[src/rtl/branch_predictor_f.sv]
// Fetch-stage branch predictor: direct-mapped BTB with a 2-bit saturating
// direction counter per entry, combinational lookup and resolved-branch training.
module branch_predictor_f #(
  parameter int ENTRIES = 16
) (
  input  logic        iClk,
  input  logic        iRst,
  input  logic [31:0] iPCF,
  output logic        oPredTakenF,
  output logic [31:0] oPredTargetF,
  output logic        oHitF,
  input  logic        iUpdateEn,
  input  logic [31:0] iUpdatePC,
  input  logic        iUpdateTaken,
  input  logic [31:0] iUpdateTarget
);

  localparam int IDX_W = $clog2(ENTRIES);
  localparam int TAG_W = 30 - IDX_W;

  logic [ENTRIES-1:0] validQ;
  logic [TAG_W-1:0]   tagQ    [ENTRIES];
  logic [31:0]        targetQ [ENTRIES];
  logic [1:0]         ctrQ    [ENTRIES];

  logic [IDX_W-1:0] lookIdx;
  logic [TAG_W-1:0] lookTag;
  logic [IDX_W-1:0] updIdx;
  logic [TAG_W-1:0] updTag;
  logic             updHit;
  logic             unusedPcLsb;

  function automatic logic [1:0] satInc(input logic [1:0] c);
    return (c == 2'b11) ? c : c + 2'd1;
  endfunction

  function automatic logic [1:0] satDec(input logic [1:0] c);
    return (c == 2'b00) ? c : c - 2'd1;
  endfunction

  assign lookIdx     = iPCF[IDX_W+1:2];
  assign lookTag     = iPCF[31:IDX_W+2];
  assign updIdx      = iUpdatePC[IDX_W+1:2];
  assign updTag      = iUpdatePC[31:IDX_W+2];
  assign unusedPcLsb = ^{iPCF[1:0], iUpdatePC[1:0]};

  // Lookup reads the stored state directly, so a same-cycle update is not bypassed.
  always_comb begin
    oHitF        = validQ[lookIdx] && (tagQ[lookIdx] == lookTag);
    oPredTakenF  = oHitF && ctrQ[lookIdx][1];
    oPredTargetF = oHitF ? targetQ[lookIdx] : 32'h0;
  end

  assign updHit = validQ[updIdx] && (tagQ[updIdx] == updTag);

  always_ff @(posedge iClk) begin
    if (iRst) begin
      for (int i = 0; i < ENTRIES; i++) begin
        validQ[i]  <= 1'b0;
        tagQ[i]    <= '0;
        targetQ[i] <= 32'h0;
        ctrQ[i]    <= 2'b01;
      end
    end else if (iUpdateEn) begin
      if (updHit) begin
        if (iUpdateTaken) begin
          ctrQ[updIdx]    <= satInc(ctrQ[updIdx]);
          targetQ[updIdx] <= iUpdateTarget;
        end else begin
          ctrQ[updIdx] <= satDec(ctrQ[updIdx]);
        end
      end else if (iUpdateTaken) begin
        // Taken miss replaces whatever occupied the slot, starting weakly taken.
        validQ[updIdx]  <= 1'b1;
        tagQ[updIdx]    <= updTag;
        targetQ[updIdx] <= iUpdateTarget;
        ctrQ[updIdx]    <= 2'b10;
      end
    end
  end

endmodule

[config.mk]
export PLATFORM = sky130hd
export DESIGN_NAME = branch_predictor_f
export DESIGN_NICKNAME = d
export VERILOG_FILES = /design/src/rtl/branch_predictor_f.sv
export SDC_FILE = /design/constraint.sdc
export NUM_CORES = 1
export LEC_CHECK = 0
export ABC_AREA = 1
export ABC_CLOCK_PERIOD_IN_PS = 4950
export CORE_MARGIN = 2
export CORE_UTILIZATION = 55
export CTS_CLUSTER_DIAMETER = 150
export CTS_CLUSTER_SIZE = 30
export DETAILED_ROUTE_END_ITERATION = 16
export PLACE_DENSITY = 0.71
export SLEW_MARGIN = 40
export SYNTH_ARGS = -nofsm -noshare
export SYNTH_HDL_FRONTEND = slang
export SYNTH_SLANG_ARGS = --single-unit
[constraint.sdc]
create_clock -name iClk -period 4.95 [get_ports iClk]
set_input_delay 0.99 -clock iClk [delete_from_list [all_inputs] [get_ports iClk]]
set_output_delay 0.99 -clock iClk [all_outputs]
set_load 0.05 [all_outputs]
==> impl_metrics.toml, run 1 <==
[routing]
dr.pass1.iters = 6
postRouteAntennaNets = 0
routed_via_density = 6.24
vias = 40800
first_iter_violations = 5551
routedWlPerCell_um = 24.0
drc_errors = 0
totalWireLength_mm = 157

[timing]
setup-violations-final = 0
setup-tns-final_ns = 0
period_share_pct = 97.7
hold_viol = 0
fmax_mhz = 207
whs_ns = 0.481
tightest_slew_ns = 0.848
setup_ws_ns = 0.116
slew_viol_final = 0
finalClockSkew_ns = 0.0443
min_period_ns = 4.83
max_slew_margin_pct = 43.5

[floorplanning]
core-area_um2 = 87000
rows = 108
dieHeight_um = 301
die_x_um = 301
initial_core_util_pct = 55.7
io_pins = 134
dieArea_um2 = 90600

[pwr]
powerDensity_nw_per_um2 = 294
ir_drop_v = 0.000247
p_leak_nw = 20.7

[setup_path]
crit_fanout = 36
crit_path_start = "iPCF[5]"
cp.arrival_ns = 3.84
cp-start-kind = "input port"
crit_path_end_kind = "output port"
critPathRequiredTime_ns = 3.96
critPathKind = "input port to output port"
r2r_slack_ns = 1.34
r2r_start = "tagQ[15][7]$_SDFFCE_PN0P_"

[job]
maxCapViolCount = 0

[grt]
grt_max_degree = 131
grt_pass1_vias = 38200
grt_pass1_wl_mm = 232
grt-ovfl-total = 0
grt_usage_pct = 34.1
antenna_found_initial = 0

[run_status]
status = "finished clean"

[yosys]
ys_ff_latch = 976
syn_area_um2 = 48500
yosysSeqAreaShare_pct = 60.1
synth.most_common_cell = "nand2_1"
synth-async-reset-ratio_pct = 0
syn_nets = 5502
yosysTopAreaCellShare_pct = 59.4
yosysTopAreaCell = "edfxtp_1"
syn_area_per_cell_um2 = 8.98
ys_warn_count = 0
ys_top_cells_by_area = "edfxtp_1, nand2_1, nor2_1, a21oi_1, o21ai_0"
ys_types = 41
synth_cells = 5402
synth_edf_count = 960
synthTopCellsByCount = "nand2_1, nor2_1, edfxtp_1, a21oi_1, o21ai_0"
synth_ff_type = "edfxtp_1"

[finish]
final_cells = 6531
design_area_um2 = 53200
area_delta_synth_final_pct = 9.75
drive_gt1_share_pct = 7.14
finalNetCount = 5468

[clock_network]
cts_root_buf = "clkbuf_16"
cts_tree = "built"
clk_pin_slew_ns = 0.12
cts_htree_levels = 2
cts_made_buffers = 38
cts.sinks = 976
cts.path.max_buffers = 3
post-cts-setup-buffers = 0
hold_buffers = 0
insertion_delay_ns = 0.65

[placed_design]
gp_congestion = 0.904
dpl_worst_slack_ns = -0.0373
dp_cells = 6483
numPortBuffers = 129
dp_hpwl_mm = 92.3
dpl-instance-area_um2 = 52200

[hold_path]
hp-start = "validQ[2]$_SDFFE_PP0P_"
worstHoldPathType = "register to register"
==> worst paths after layout <==
check | end | cells after the start
worst max-delay path | oPredTakenF | 14
worst min-delay path | validQ[2]$_SDFFE_PP0P_ | 2
worst max register to register | tagQ[0][16]$_SDFFCE_PN0P_ | 17
worst min register to register | validQ[2]$_SDFFE_PP0P_ | 2
==> placed cells by master (no fill, tap or decap), types with 4 or more instances in the layout <==
master / netlist / layout
clkinv_1: 27 / 26
nand2_2: 0 / 36
o31ai_1: 32 / 32
nand2_4: 9 / 9
clkbuf_16: 0 / 38
a22oi_1: 23 / 23
o22ai_1: 31 / 30
nor3_1: 41 / 37
inv_2: 6 / 4
inv_1: 227 / 225
a221oi_1: 115 / 115
o21ai_1: 37 / 39
nand3_1: 94 / 94
xor2_1: 5 / 5
buf_12: 0 / 78
nor3_2: 0 / 4
clkdlybuf4s50_1: 0 / 90
o21ai_0: 342 / 340
nand2_1: 1353 / 1317
o221ai_1: 24 / 24
a32oi_1: 4 / 4
buf_4: 23 / 183
o211ai_1: 42 / 42
nor2_1: 1172 / 1170
edfxtp_1: 960 / 960
a21oi_1: 362 / 362
clkbuf_1: 306 / 5
nand4_1: 15 / 15
dfxtp_1: 16 / 16
a31oi_1: 8 / 8
xnor2_1: 5 / 5
nand3_2: 6 / 6
==> kinds of logic (layout without fill, tap and decap cells) <==
logic type	Yosys count	after routing	synth area share [%]
simple gates	2702	2702	21.7
other cells	0	1	0
flops	976	976	60.1
buf+inv	690	663	5.72
compound gates	1024	1024	12.3
xor+xnor	10	10	0.181
==> area by class of cell <==
| cell class | count | area (um2) |
|---|---|---|
| antenna | 1 | 2.50 |
| clock buffer | 43 | 970 |
| clock inverter | 4 | 50.0 |
| fill | 7263 | 33800 |
| inverter | 260 | 1010 |
| multi-input combinational | 3736 | 16700 |
| sequential | 976 | 29100 |
| tap | 1155 | 1450 |
| timing repair buffer | 356 | 3900 |
==> per-layer routing <==
layer  global-route usage, %  vias up  part of all wire (%)  wire length, um
li1                        -    18100                     -                -
met2                    53.4     2925                    46            71400
met1                    46.8    19300                    37            57300
met3                    7.16      457                    14            21400
met4                    13.5        2                   4.1             6500
met5                       0        -                 0.019               29
==> report_power, final <==
part / internal, mW / leakage (nW) / switching [mW]
registers: 9.48 / 9.24 / 0.149
logic: 0.608 / 11.0 / 1.51
clock network: 1.44 / 0.497 / 2.49
total: 11.5 / 20.7 / 4.15
==> per-stage QoR <==
stage | util, % | power, mW
6_report | 61.2 | 15.7
3_5_place_dp | 60.0 | 11.9
4_1_cts | 61.1 | 15.6
5_1_grt | 61.2 | 16.1
2_1_floorplan | - | 11.0
3_3_place_gp | 60.0 | 11.8
==> flip-flops by register name, indices dropped and copies added (netlist names) <==
register / cells
targetQ: 512
validQ: 16
ctrQ: 32
tagQ: 416
==> critical path, stage by stage <==
cell and delay, ns:
clkdlybuf4s50_1 0.50, inv_4 0.25, buf_12 0.24, o21ai_0 0.12, o22ai_1 0.39, xor2_1 0.16, nor2_1 0.13, nand2_1 0.06
nor2_1 0.11, nand2_2 0.08, buf_12 0.18, nor3_1 0.27, buf_4 0.18, buf_12 0.13
==> timing repair <==
item | CTS | global route
endpoints found under the setup margin | 2 | 33
resized for setup | 2 | 10
endpoints found under the hold margin | 0 | 0
Power figures use the tool's default switching activity.
==> run 2, diff against run 1 <==
--- a/config.mk
+++ b/config.mk
@@ -12,7 +12,8 @@
 export CTS_CLUSTER_DIAMETER = 150
 export CTS_CLUSTER_SIZE = 30
 export DETAILED_ROUTE_END_ITERATION = 16
-export PLACE_DENSITY = 0.71
+export DONT_BUFFER_PORTS = 1
+export PLACE_DENSITY = 0.69
 export SLEW_MARGIN = 40
 export SYNTH_ARGS = -nofsm -noshare
 export SYNTH_HDL_FRONTEND = slang
==> run 2 against run 1 <==
Effect of this change:
- the flow now finishes with violations (max-slew violations, negative setup slack)
- non-clock buffer count down 153
- sequential power about the same
- flip-flop and latch count unchanged
- register-to-register slack worse by 0.03 ns
- setup slack worse by 0.75 ns
==> impl_metrics.toml, run 2 (synthesis gave the netlist of run 1 again) <==
[routing]
totalWireLength_mm = 157
routed_via_density = 6.20
vias = 39600
routedWlPerCell_um = 24.6
first_iter_violations = 5625
drc_errors = 0
dr.pass1.iters = 6
postRouteAntennaNets = 0

[placed_design]
numPortBuffers = 0
gp_congestion = 0.900
dpl-instance-area_um2 = 50200
dp_hpwl_mm = 87.0

[timing]
tightest_slew_ns = 1.67
rsz0062_at_grt = "yes"
finalClockSkew_ns = 0.0287
setup_ws_ns = -0.633
min_period_ns = 5.58
fmax_mhz = 179
max_slew_margin_pct = -11.4
hold_viol = 0
setup-violations-final = 34
setup-tns-final_ns = -20.20
slew_viol_final = 233
period_share_pct = 113

[grt]
grt-ovfl-total = 0
grt_pass1_wl_mm = 229
grt_max_degree = 448
grt_usage_pct = 34.0
antenna_found_initial = 2
grt_pass1_vias = 36800

[run_status]
violations = "max-slew violations, negative setup slack"
status = "complete, but fails checks"

[finish]
regMostFlops = "targetQ"
finalNetCount = 5318
reg_top3 = "targetQ: 512 flops, tagQ: 416 flops, ctrQ: 32 flops"
drive_gt1_share_pct = 6.79
mostFrequentLayoutCells = "nand2_1, nor2_1, edfxtp_1, a21oi_1, o21ai_0"
design_area_um2 = 51400
area_delta_synth_final_pct = 6.02
largest_reg_flops = 512
final_common_cell = "nand2_1"

[job]
maxCapViolCount = 0

[setup_path]
cp_slowest_cell = "clkinv_16"
critPathKind = "input port to output port"
cp.arrival_ns = 4.59
cpPeakStageDelay_ns = 0.48
crit_path_end_kind = "output port"
critical_path.top_delay_family = "buffers and inverters"
critPathRequiredTime_ns = 3.96
cpMostUsedCell = "o21ai_0"
path_cells = "clkinv_16, buf_12, o21ai_0, o22ai_1, o21ai_0, o21ai_0, xnor2_1, nand2_1, nor2_1, nand3b_1, buf_12, nor3_2, buf_4"
critPathBufInv = 4
cp-start-kind = "input port"
crit_fanout = 450

[clock_network]
cts_htree_levels = 2
cts_tree = "built"
insertion_delay_ns = 0.64
hold_buffers = 0
clk_pin_slew_ns = 0.11
cts_made_buffers = 38
cts.sinks = 976
cts_root_buf = "clkbuf_16"
cts.path.max_buffers = 3

[floorplanning]
rows = 108
io_pins = 134
die_x_um = 301
initial_core_util_pct = 55.7
dieArea_um2 = 90600
dieHeight_um = 301
core-area_um2 = 87000

[hold_path]
worstHoldPathType = "input port to register"

[pwr]
ir_drop_v = 0.000273
p_leak_nw = 19.9
powerDensity_nw_per_um2 = 299
-- run 2: cell count changes in the layout (fill, tap and decap cells not counted), moves of 2 or more --
| cell | previous run | this run |
|---|---|---|
| nand2_1 | 1317 | 1315 |
| clkdlybuf4s50_1 | 90 | 0 |
| buf_6 | 3 | 8 |
| inv_8 | 0 | 4 |
| nor3_4 | 0 | 2 |
| buf_12 | 78 | 21 |
| nand2_4 | 9 | 13 |
| nor3_1 | 37 | 8 |
| nor3_2 | 4 | 31 |
| buf_4 | 183 | 172 |
| nand2_2 | 36 | 34 |
-- run 2: area by class of cell --
| type | instances | area (um2) |
|---|---|---|
| Clock inverter | 4 | 50.0 |
| Inverter | 260 | 1020 |
| Tap cell | 1155 | 1450 |
| Sequential cell | 976 | 29100 |
| Fill cell | 7489 | 35600 |
| Multi-Input combinational cell | 3736 | 16900 |
| Timing Repair Buffer | 203 | 1850 |
| Antenna cell | 2 | 5.00 |
| Clock buffer | 44 | 973 |
| Timing Repair inverter | 3 | 33.8 |
-- run 2: worst paths after layout --
kind                                           startpoint                   endpoint  slack [ns]  cells past startpoint
worst max register to register  tagQ[15][7]$_SDFFCE_PN0P_  tagQ[10][3]$_SDFFCE_PN0P_        1.31                     17
worst min-delay path                                 iRst     validQ[8]$_SDFFE_PP0P_        0.44                      1
worst max-delay path                              iPCF[2]           oPredTargetF[15]       -0.63                     13
worst min register to register     validQ[4]$_SDFFE_PP0P_     validQ[4]$_SDFFE_PP0P_        0.48                      2
-- run 2: stage by stage --
step	hold WS [ns]	setup slack (ns)	instances	total power, mW	util [%]
after floorplan	0.440	-0.0650	5402	11.0	-
after global placement	0.454	0.212	6326	11.5	57.7
after detailed placement	0.457	0.141	6326	11.6	57.7
after CTS	0.427	0.148	6374	15.3	58.9
after global routing	0.428	0.0221	6383	15.8	59.1
final	0.439	-0.633	6383	15.4	59.1
-- run 2: what timing repair did --
action / in CTS / in global routing
resized for setup: 0 / 21
buffers inserted: 0 / 3
hold endpoints to repair: 0 / 0
setup endpoints to repair: 0 / 34
-- run 2: per-layer routing --
metal,up-vias,routed length (um),track usage (%)
li1,17800,-,-
met1,18800,58600,46.0
met2,2539,71400,53.5
met3,454,19900,7.07
met4,0,7160,14.7
met5,-,0,0
-- run 2: where the power goes --
group / internal [mW] / switching, mW / total [mW]
clock network: 1.44 / 2.52 / 3.96
logic: 0.524 / 1.30 / 1.82
registers: 9.48 / 0.146 / 9.62
